==> config.mk <==
export PLATFORM = sky130hd
export DESIGN_NAME = int_ctrl
export DESIGN_NICKNAME = d
export VERILOG_FILES = /design/src/rtl/int_ctrl_pkg.sv /design/src/rtl/int_prio_enc.sv /design/src/rtl/int_ctrl.sv
export SDC_FILE = /design/constraint.sdc
export NUM_CORES = 1
export LEC_CHECK = 0
export BUFFER_PORTS_ARGS = -buffer_cell sky130_fd_sc_hd__buf_2
export CAP_MARGIN = 25
export CORE_ASPECT_RATIO = 1.2
export CORE_MARGIN = 5
export CORE_UTILIZATION = 46
export DETAILED_ROUTE_END_ITERATION = 6
export GPL_ROUTABILITY_DRIVEN = 0
export PLACE_DENSITY_LB_ADDON = 0.12
export SLEW_MARGIN = 20
export SYNTH_ARGS = -nofsm -noshare
export SYNTH_HDL_FRONTEND = slang
export SYNTH_SLANG_ARGS = --single-unit
export TNS_END_PERCENT = 20
==> constraint.sdc <==
create_clock -name clk -period 2.1 [get_ports clk]
set_input_delay 0.105 -clock clk [delete_from_list [all_inputs] [get_ports clk]]
set_output_delay 0.105 -clock clk [all_outputs]
set_load 0.01 [all_outputs]
==> src/rtl/int_ctrl_pkg.sv <==
// ============================================================================
//  Module   : int_ctrl_pkg
//  Purpose  : Shared FSM state type and interrupt-mode codes for int_ctrl.
//  Revision : 1.0 - initial release
// ============================================================================
`default_nettype none

package int_ctrl_pkg;

    typedef enum logic [1:0] {
        IDLE    = 2'd0,
        NMI_ACK = 2'd1,
        INT_ACK = 2'd2
    } state_e;

    localparam logic [1:0] c_IM0 = 2'b00;
    localparam logic [1:0] c_IM1 = 2'b10;
    localparam logic [1:0] c_IM2 = 2'b11;

endpackage

`default_nettype wire

==> src/rtl/int_prio_enc.sv <==
// ============================================================================
//  Module   : int_prio_enc
//  Purpose  : Lowest-index-first priority encoder with valid flag.
//  Revision : 1.0 - initial release
// ============================================================================
`default_nettype none

module int_prio_enc #(
    parameter int NUM_IRQ = 4,
    parameter int ID_W    = (NUM_IRQ > 1) ? $clog2(NUM_IRQ) : 1
) (
    input  logic [NUM_IRQ-1:0] req,
    output logic [ID_W-1:0]    idx,
    output logic               valid
);

    // Scanning downward lets the lowest set bit win the last assignment.
    always_comb begin
        idx = '0;
        for (int i = NUM_IRQ - 1; i >= 0; i--) begin
            if (req[i]) idx = ID_W'(i);
        end
    end

    assign valid = |req;

endmodule

`default_nettype wire

==> src/rtl/int_ctrl.sv <==
// ============================================================================
//  Module   : int_ctrl
//  Purpose  : Interrupt controller with edge NMI, masked level IRQs, IFFs/IM.
//  Revision : 1.0 - initial release
// ============================================================================
`default_nettype none

module int_ctrl
    import int_ctrl_pkg::*;
#(
    parameter int NUM_IRQ = 4,
    parameter int ID_W    = (NUM_IRQ > 1) ? $clog2(NUM_IRQ) : 1
) (
    input  logic               clk,
    input  logic               reset,
    input  logic               nmi,
    input  logic [NUM_IRQ-1:0] irq,
    input  logic               mask_we,
    input  logic [NUM_IRQ-1:0] mask_in,
    input  logic               ctl_im_we,
    input  logic [1:0]         db,
    input  logic               ctl_iffx_we,
    input  logic               ctl_iffx_bit,
    input  logic               ctl_iff1_iff2,
    input  logic               setM1,
    input  logic               ctl_no_ints,
    input  logic               ack_done,
    output logic               iff1,
    output logic               iff2,
    output logic               im1,
    output logic               im2,
    output logic               in_nmi,
    output logic               in_intr,
    output logic [ID_W-1:0]    int_id,
    output logic               int_pending
);

    state_e               r_state;
    state_e               w_state_nxt;
    logic                 r_iff1;
    logic                 r_iff2;
    logic                 r_ei_block;
    logic [1:0]           r_mode;
    logic [NUM_IRQ-1:0]   r_mask;
    logic                 r_nmi_q;
    logic                 r_nmi_latch;
    logic                 r_in_nmi;
    logic                 r_in_intr;
    logic [ID_W-1:0]      r_int_id;

    logic [NUM_IRQ-1:0]   w_masked;
    logic [ID_W-1:0]      w_enc_idx;
    logic                 w_enc_valid;
    logic                 w_boundary;
    logic                 w_take_nmi;
    logic                 w_take_int;

    assign w_masked = irq & r_mask;

    int_prio_enc #(
        .NUM_IRQ (NUM_IRQ),
        .ID_W    (ID_W)
    ) u_prio_enc (
        .req   (w_masked),
        .idx   (w_enc_idx),
        .valid (w_enc_valid)
    );

    // All acceptance terms use pre-edge register values.
    assign w_boundary = (r_state == IDLE) && setM1 && !ctl_no_ints;
    assign w_take_nmi = w_boundary && r_nmi_latch;
    assign w_take_int = w_boundary && !r_nmi_latch && w_enc_valid && r_iff1 && !r_ei_block;

    always_ff @(posedge clk) begin
        if (reset) r_state <= IDLE;
        else       r_state <= w_state_nxt;
    end

    always_comb begin
        w_state_nxt = r_state;
        case (r_state)
            IDLE: begin
                if (w_take_nmi)      w_state_nxt = NMI_ACK;
                else if (w_take_int) w_state_nxt = INT_ACK;
            end
            NMI_ACK, INT_ACK: begin
                if (ack_done) w_state_nxt = IDLE;
            end
            default: w_state_nxt = IDLE;
        endcase
    end

    always_ff @(posedge clk) begin
        if (reset) begin
            r_iff1      <= 1'b0;
            r_iff2      <= 1'b0;
            r_ei_block  <= 1'b0;
            r_mode      <= c_IM0;
            r_mask      <= '1;
            r_nmi_q     <= nmi;
            r_nmi_latch <= 1'b0;
            r_in_nmi    <= 1'b0;
            r_in_intr   <= 1'b0;
            r_int_id    <= '0;
        end else begin
            r_nmi_q   <= nmi;
            r_in_nmi  <= (w_state_nxt == NMI_ACK);
            r_in_intr <= (w_state_nxt == INT_ACK);

            // A fresh edge in the acceptance cycle must survive the clear.
            if (nmi && !r_nmi_q) r_nmi_latch <= 1'b1;
            else if (w_take_nmi) r_nmi_latch <= 1'b0;

            if (w_take_nmi) begin
                r_iff1 <= 1'b0;
            end else if (w_take_int) begin
                r_iff1 <= 1'b0;
                r_iff2 <= 1'b0;
            end else if (ctl_iffx_we) begin
                r_iff1 <= ctl_iffx_bit;
                r_iff2 <= ctl_iffx_bit;
            end else if (ctl_iff1_iff2) begin
                r_iff1 <= r_iff2;
            end

            if (ctl_iffx_we) r_ei_block <= ctl_iffx_bit;
            else if (setM1)  r_ei_block <= 1'b0;

            if (w_take_int) r_int_id <= w_enc_idx;

            if (mask_we) r_mask <= mask_in;

            if (ctl_im_we) begin
                case (db)
                    c_IM1:   r_mode <= c_IM1;
                    c_IM2:   r_mode <= c_IM2;
                    default: r_mode <= c_IM0;
                endcase
            end
        end
    end

    assign iff1        = r_iff1;
    assign iff2        = r_iff2;
    assign im1         = (r_mode == c_IM1);
    assign im2         = (r_mode == c_IM2);
    assign in_nmi      = r_in_nmi;
    assign in_intr     = r_in_intr;
    assign int_id      = r_int_id;
    assign int_pending = |w_masked;

endmodule

`default_nettype wire

======== Yosys cells after proc, flatten, opt, wreduce, memory -nomap -nowiden ========
Cells that the tools add are included.
storage, ports and cells
  flip-flop bits (word level) ............. 17
  output and inout port bits .............. 9
  logic and storage cells ................. 59
operators by class
  equal/unequal tests ..................... 8
  multiplexer cells ....................... 17
  bitwise operators ....................... 2
  reductions and logical operators ........ 21
operator list
  kind                                                                   number
  2-bit 2-to-1 mux                                                       7
  2-bit equality test, second input constant                             6
  1-bit logical AND                                                      8
  1-bit 2-to-1 mux                                                       8
  2-bit case mux with 2 select lines                                     2
  2-bit nonzero test                                                     4
  4-bit AND                                                              1
  2-bit by 1-bit equality test with 1-bit output, second input constant  2
  1-bit zero test                                                        4
  4-bit OR reduction                                                     1
  3-bit OR reduction                                                     1
  2-bit zero test                                                        1
  2-bit AND reduction                                                    1
  2-bit OR reduction                                                     1
  1-bit NOT                                                              1

======== Depth between registers and ports, before layout ========
Gate-level depths: netlist of the first run.
  depth in word-level cells ............... 11
  gate-level depth with buffers ........... 6
  gate-level depth less buffers ........... 6

======== Modules after synthesis ========
From an unflattened synthesis of the first run, not the netlist that was laid out.
second synthesis, totals
  cell total of the unflattened synthesis .. 85
  area total of the unflattened synthesis .. 793.3 µm²
modules (own cells, without submodules)
  module        times used  cells each  area an instance (µm²)  seq. area each (µm²)
  int_ctrl      1           78          758.2                   340.3
  int_prio_enc  1           7           35.0                    0.0

======== Worst setup path before layout of the first run ========
No wires, ideal clock.
  path type ............................... register to register
  start ................................... register r_state[0]
  end ..................................... register r_in_nmi (netlist: in_nmi)
  setup time .............................. 0.087 ns
  data arrival time ....................... 1.415 ns
  data required time ...................... 2.013 ns
  setup slack ............................. 0.598 ns
  cell stages (with the launch flop) ...... 7
  clock period less this slack ............ 1.502 ns
  cells stage by stage .................... dfxtp_1 -> inv_1 -> ha_1 -> and3b_2 -> o2111ai_4 -> a21boi_2 -> nor4b_4
on the way
  longest elaborated chain between the ends .. 11
ends and longest elaborated chain
  item                                                RTL line                        text
  start, declared                                     int_ctrl.sv:38                  state_e r_state;
  start signal, assigned                              int_ctrl.sv:76                  else r_state <= w_state_nxt;
  2-bit zero test                                     int_ctrl.sv:70, int_ctrl.sv:81
  1-bit logical AND (2 in series)                     int_ctrl.sv:70                  assign w_boundary = (r_state == IDLE) && setM1 && !ctl_no_ints;
  1-bit logical AND (4 in series)                     int_ctrl.sv:72                  assign w_take_int = w_boundary && !r_nmi_latch && w_enc_valid && r_iff1 && !r_ei_block;
  2-bit 2-to-1 mux                                    int_ctrl.sv:84                  else if (w_take_int) w_state_nxt = INT_ACK;
  2-bit 2-to-1 mux                                    int_ctrl.sv:83                  if (w_take_nmi) w_state_nxt = NMI_ACK;
  2-bit case mux with 2 select lines (*)              int_ctrl.sv:81                  case (r_state)
  2-bit by 1-bit equality test with 1-bit output (*)  int_ctrl.sv:107                 r_in_nmi <= (w_state_nxt == NMI_ACK);
  end signal, assigned                                int_ctrl.sv:107
  end, declared                                       int_ctrl.sv:47                  logic r_in_nmi;
Mark *: on every way between the ends. The rest lies on a longest branch, timed or not.
A chain may end at the register's enable or synchronous reset.

======== Worst setup path in the final report of the first run ========
Same ends and word-level chain as after synthesis.

==> run metrics, run 1 <==
min cycle time layout=between 1.5 and 2 ns; Final #Nets=around 140; synthesized net count=about 110; worst setup margin=roughly 0.44 ns; Critical-path top delay cell=dfxtp_1; commonest non-fill, non-tap cell in the layout=buf_2; Netlist cell types=31; crit-path cells=inv_1 -> ha_1 -> and3b_2 -> o2111ai_4 -> a21boi_2 -> nor4b_4; input/output buffers=29; core footprint=roughly 0.0016 sq mm; Starting Density=0.486; share of cells above drive strength 1=0.339; startpoint type of the worst setup path=flop; max-slew violation count=0; routing usage on met1=0.170; Syn Area/Cell=9.73 sq um; clk_lat worst skew=0.29 ns; Syn Std Cell Area=approximately 800 sq um; clk_skew=roughly 0.0033 ns; sequential fraction of the synthesis area=0.426; DIE HEIGHT=~56 microns; die width=about 48 microns; CTS tree=yes; Critical Path Max Stage Delay=around 0.43 ns; post-route clock period utilization=0.792; root buf cell=clkbuf_4; hold_ws=~0.012 ns; GRT Overall Usage=0.147; Least-Margin Pin Slew=between 0.3 and 0.4 ns; DRT iter0 DRCs=7; area leader, netlist=dfxtp_1; Top Ports=30; # setup viols final=0; non-filler cells, final=around 130; total grt overflow=0; status=finished clean; CTS clk-pin slew, worst paths=~0.09 ns; Simple-Gate Fraction of Synth Area=0.238; RSZ-0062 raised after global routing=false; CTS Buf Count=3; total wire length=approximately 1.7 mm; Power Dens Cells=just over 600 mW/mm^2; total of max-cap violations=0; number of global-route vias before repair=around 730; drt pass-1 iters=3; die area=~0.0027 sq mm; GR Util met2=0.242; first-pass GRT wire length=roughly 2.9 mm; DRT antenna net count=0; DRC Markers=0; post-placement cell count=about 130; Vias per Instance=roughly 5.4; XOR/XNOR Fraction of Synth Area=0; Required @ worst endpoint=approximately 2.3 ns; layer with the highest usage=met2; Ys Warns=0; Leakage=0.460 nW; DP Worst Slack=about 0.46 ns; Final Hold Viols=0; Post-Synth Adder-Cell Area=0.0313; CTS max path bufs=2; post-synthesis mux area share=0.0251; Synth top area share=0.426; CP Capture Type=flop; DP HPWL=1.35 mm; largest net degree at the start of global routing=17; Synth Register Bits=17; row cnt=16; largest family of logic cells by synthesized area=compound AO/OA/AOI/OAI gates; top cells by area, synth=dfxtp_1 (43%), a211o_1 (5.5%), nor2b_1 (5.5%), nand2_1 (3.3%), o2111ai_4 (3.3%); H-tree depth=1; antenna violations before repair=0; crit path DAT=1.88 ns; max frequency=approximately 0.60 GHz; Gate Count Post-Synth=a little over 80; routed vias=slightly above 700; P&R area growth vs syn=25.1%; Synth Area in Compound Gates=0.255; drt wl/cell=between 10 and 15 microns; CP max FO=7; # diodes=0; CP Class=reg2reg; TNS Setup=0 ns; Slew headroom=0.771; most frequent cells in the layout=buf_2 (29), dfxtp_1 (17), nor2b_1 (7), nand2_1 (7); fillcell total=about 150; Hold Path Class=in2reg; Worst VDD drop=roughly 0.36 mV; CTS sink cnt=17; M3 GR Usage=0.0324
==> final timing paths <==
kind | startpoint | to | slack, ns | depth (start not counted)
setup / recovery | r_state[0]$_SDFF_PP0_ | in_nmi$_SDFF_PP0_ | 0.44 | 6
hold / removal | mask_in[2] | r_mask[2]$_SDFFE_PP1P_ | 0.01 | 2
setup reg to reg | r_state[0]$_SDFF_PP0_ | in_nmi$_SDFF_PP0_ | 0.44 | 6
hold reg to reg | int_id[0]$_SDFFE_PP0P_ | int_id[0]$_SDFFE_PP0P_ | 0.47 | 2
==> state kept, by name, summed over array words and instances, names as in the netlist <==
name and count:
r_mode 2, in_intr 1, in_nmi 1, int_id 2, r_nmi_latch 1, iff1 1, r_state 2, r_mask 4
r_nmi_q 1, iff2 1, r_ei_block 1
==> cell families after synthesis <==
kind of cell               Yosys count
buffers and inverters                5
adders and majority gates            2
AOI/OAI and AO/OA                   24
muxes                                2
DFF                                 17
and+or+nand+nor                     32
==> synthesized netlist by cell type <==
| master | number |
|---|---|
| a2111oi_2 | 1 |
| a211o_1 | 5 |
| a211oi_1 | 1 |
| a21boi_2 | 1 |
| a21o_1 | 2 |
| a21oi_1 | 5 |
| a21oi_2 | 1 |
| a22o_1 | 2 |
| a2bb2oi_1 | 1 |
| a31oi_1 | 1 |
| a32oi_1 | 1 |
| and2_1 | 1 |
| and3_1 | 1 |
| and3b_2 | 1 |
| and4b_1 | 1 |
| clkbuf_1 | 1 |
| dfxtp_1 | 17 |
| ha_1 | 2 |
| inv_1 | 4 |
| mux2i_1 | 2 |
| nand2_1 | 7 |
| nand2b_1 | 1 |
| nand3_1 | 2 |
| nand3b_1 | 1 |
| nor2_1 | 5 |
| nor2b_1 | 7 |
| nor3_1 | 3 |
| nor4b_4 | 1 |
| o2111ai_4 | 1 |
| o21ai_0 | 2 |
| or2_2 | 1 |
==> worst max-delay path, delay by kind of cell (launching register included) <==
family	cells	cell delay, ns
adder cells (fa/ha/maj)	1	0.26
flip-flops	1	0.43
AO/OA/AOI/OAI	2	0.38
buffers and inverters	1	0.07
AND/OR/NAND/NOR	2	0.44
==> layer usage <==
| metal | vias to the layer above | share of wire | wire length [microns] |
|---|---|---|---|
| met5 | - | 0 | 0 |
| met4 | 0 | 0.014 | 24 |
| met3 | 4 | 0.071 | 123 |
| met2 | 20 | 0.51 | 881 |
| met1 | 336 | 0.41 | 715 |
| li1 | 364 | - | - |
==> report_power, final <==
group / total (mW) / internal, mW / switching [mW]
registers: 0.349 / 0.338 / 0.0117
clock network: 0.174 / 0.0740 / 0.0996
logic: 0.0952 / 0.0478 / 0.0474
==> cell type report <==
class                           count  area [sq um]  share of cell area
Inverter                            4          15.0              0.0150
Sequential cell                    17           340               0.341
Clock buffer                        4          26.3              0.0263
Tap cell                           18          22.5              0.0226
Multi-Input combinational cell     60           439               0.440
Timing Repair Buffer               30           155               0.155
==> per-stage QoR <==
stage	power [mW]	util	cell area [sq um]
6_report	0.618	0.608	998
5_1_grt	0.660	0.608	998
4_1_cts	0.626	0.608	998
3_5_place_dp	0.451	0.586	962
3_3_place_gp	0.448	0.586	962
2_1_floorplan	0.409	-	798
==> repair_timing <==
action	4_1_cts	5_1_grt
setup buffers	0	0
endpoints found under the hold margin	1	0
resized for setup	0	0
hold buffers	1	0
(Power assumes the default switching activity.)
==> run 2, diff against run 1 <==
--- a/config.mk
+++ b/config.mk
@@ -9,7 +9,7 @@
 export CAP_MARGIN = 25
 export CORE_ASPECT_RATIO = 1.2
 export CORE_MARGIN = 5
-export CORE_UTILIZATION = 46
+export CORE_UTILIZATION = 42
 export DETAILED_ROUTE_END_ITERATION = 6
 export GPL_ROUTABILITY_DRIVEN = 0
 export PLACE_DENSITY_LB_ADDON = 0.12
==> constraint.sdc (replaced) <==
create_clock -name clk -period 1.4 [get_ports clk]
set_input_delay 0.07 -clock clk [delete_from_list [all_inputs] [get_ports clk]]
set_output_delay 0.07 -clock clk [all_outputs]
set_load 0.01 [all_outputs]
==> run 2 against run 1 <==
Against the previous run:
- the run now ends with setup timing left
- via count increased by 3.3%
- clock power grew 46%
- maximum frequency increased by 18%
- final cell count grew 7.5%
- clock-buffer cell count unchanged
- combinational power increased by 71%
- non-clock buffer count grew 9
- global-route usage shrank 1.6 points
- total power grew 52%
- critical endpoint is now in_intr$_SDFF_PP0_
==> run metrics, run 2 (same netlist as run 1, synthesis figures left out) <==
antenna violations before repair=0; # diodes=0; largest net degree at the start of global routing=17; crit-path cells=inv_2 -> ha_4 -> nor2b_4 -> a21o_1 -> nand3_2 -> a2111oi_2; Stages on worst setup path=6; H-tree depth=1; max-slew violation count=0; first-pass GRT wire length=between 2 and 3 mm; die width=49.8 microns; max frequency=between 0.7 and 0.8 GHz; flop-to-flop setup slack=-0.01 ns; CTS tree=yes; die area=between 0.002 and 0.003 sq mm; Critical-path top delay cell=dfxtp_2; Vias per Instance=5.23; Top Ports=30; number of global-route vias before repair=722; total grt overflow=0; CP max FO=2; drt wl/cell=~12 microns; clk_lat worst skew=0.28 ns; Worst VDD drop=around 0.64 mV; share of cells above drive strength 1=0.411; non-filler cells, final=between 100 and 150; min cycle time layout=1.41 ns; CTS clk-pin slew, worst paths=roughly 0.090 ns; clk_skew=around 0.0063 ns; root buf cell=clkbuf_4; Leakage=0.505 nW; post-route clock period utilization=1.01; Critical Path Max Stage Delay=around 0.34 ns; # setup viols final=1; Slew headroom=0.775; cell count of the worst hold path=3; largest register by flop count=r_mask; P&R area growth vs syn=38.4%; Least-Margin Pin Slew=~0.34 ns; Final #Nets=~150; Required @ worst endpoint=around 1.6 ns; startpoint type of the worst setup path=flop; CP Capture Type=flop; CTS sink cnt=17; Critical R2R Capture=in_intr$_SDFF_PP0_; Reg2Reg Depth=6; Starting Density=0.436; hold_ws=around 0.047 ns; Hold Crit Start=db[1]; crit path DAT=1.60 ns; drt pass-1 iters=6; CP Class=reg2reg; DRT antenna net count=0; Reg2Reg Launch Point=r_state[1]$_SDFF_PP0_; DIE HEIGHT=between 50 and 60 microns; core footprint=~0.0018 sq mm; RSZ-0062 raised after global routing=true; total wire length=roughly 1.7 mm; Largest register FFs=4; Buf+Inv Stages, Crit Path=1; DP HPWL=about 1.3 mm; most frequent cells in the layout=buf_2 (29), dfxtp_1 (15), nand2_1 (7); GRT Overall Usage=0.131; Final Hold Viols=0; status=complete, but fails checks; DRT iter0 DRCs=15; violated checks=setup timing; routed vias=about 750; Power Dens Cells=851 mW/mm^2; DRC Markers=0; Largest delay share family, worst path=compound AO/OA/AOI/OAI gates; post-placement cell count=134; row cnt=17; worst setup margin=-0.0138 ns; CTS Buf Count=3; Hold Path Class=in2reg; commonest non-fill, non-tap cell in the layout=buf_2; input/output buffers=29; total of max-cap violations=0; CTS max path bufs=2; hold endpoint=r_mode[1]$_SDFFE_PP0P_
run 2: cell count changes in the layout (fill, tap and decap cells not counted), moves of 2 or more:
cell	change
buf_4	+5
dlygate4sd3_1	+4
dfxtp_1	-2
dfxtp_2	+2
inv_1	-2
inv_2	+2
run 2: worst max-delay path by stage:
stage | startpoint | end | slack [ns]
final | r_state[1]$_SDFF_PP0_ | in_intr$_SDFF_PP0_ | -0.01
after global placement | r_state[1]$_SDFF_PP0_ | in_nmi$_SDFF_PP0_ | 0.02
after global routing | r_state[0]$_SDFF_PP0_ | int_id[0]$_SDFFE_PP0P_ | -0.09
after CTS | r_state[1]$_SDFF_PP0_ | in_intr$_SDFF_PP0_ | -0.03
after detailed placement | r_state[1]$_SDFF_PP0_ | in_nmi$_SDFF_PP0_ | -0.01
after floorplan | r_state[1]$_SDFF_PP0_ | in_nmi$_SDFF_PP0_ | 0.004
run 2: tightest hold or removal path: cells and delay by family:
kind	cells	cell delay, ns
buffers and inverters	1	0.09
AND/OR/NAND/NOR	1	0.07
multiplexers	1	0.06
run 2: what timing repair did:
action / in CTS / in global routing
buffers inserted: 0 / 0
endpoints found under the hold margin: 5 / 0
endpoints found under the setup margin: 5 / 7
pin swaps: 4 / 0
resized for setup: 2 / 0
hold buffers: 5 / 0
run 2: cell type report:
| class | count | area, sq um |
|---|---|---|
| Clock buffer | 4 | 26.3 |
| Tap cell | 19 | 23.8 |
| Timing Repair Buffer | 39 | 233 |
| Fill cell | 170 | 724 |
| Multi-Input combinational cell | 60 | 464 |
| Sequential cell | 17 | 343 |
| Inverter | 4 | 15.0 |
run 2: through the flow:
step	setup slack (ns)	setup TNS [ns]	power (mW)	cell area, sq um	util
floorplan	0.00438	0	0.618	821	-
global placement	0.0227	0	0.683	1020	0.560
detailed placement	-0.0108	-0.0108	0.686	1020	0.560
CTS	-0.0312	-0.0451	0.959	1100	0.604
global route	-0.0905	-0.418	1.00	1100	0.604
finish	-0.0138	-0.0138	0.940	1100	0.604
run 2: metal layers:
metal  GRT usage  wire (microns)  up-vias
li1            -               -      381
met1       0.151             746      343
met2       0.218             840       22
met3      0.0308             139        2
met4      0.0787              14        0
met5           0               0        -
run 2: power by group:
group	switching [mW]	total, mW	internal [mW]	leakage [nW]
sequential	0.0160	0.523	0.507	0.141
clock	0.143	0.254	0.111	0.0150
combinational	0.0767	0.163	0.0867	0.350
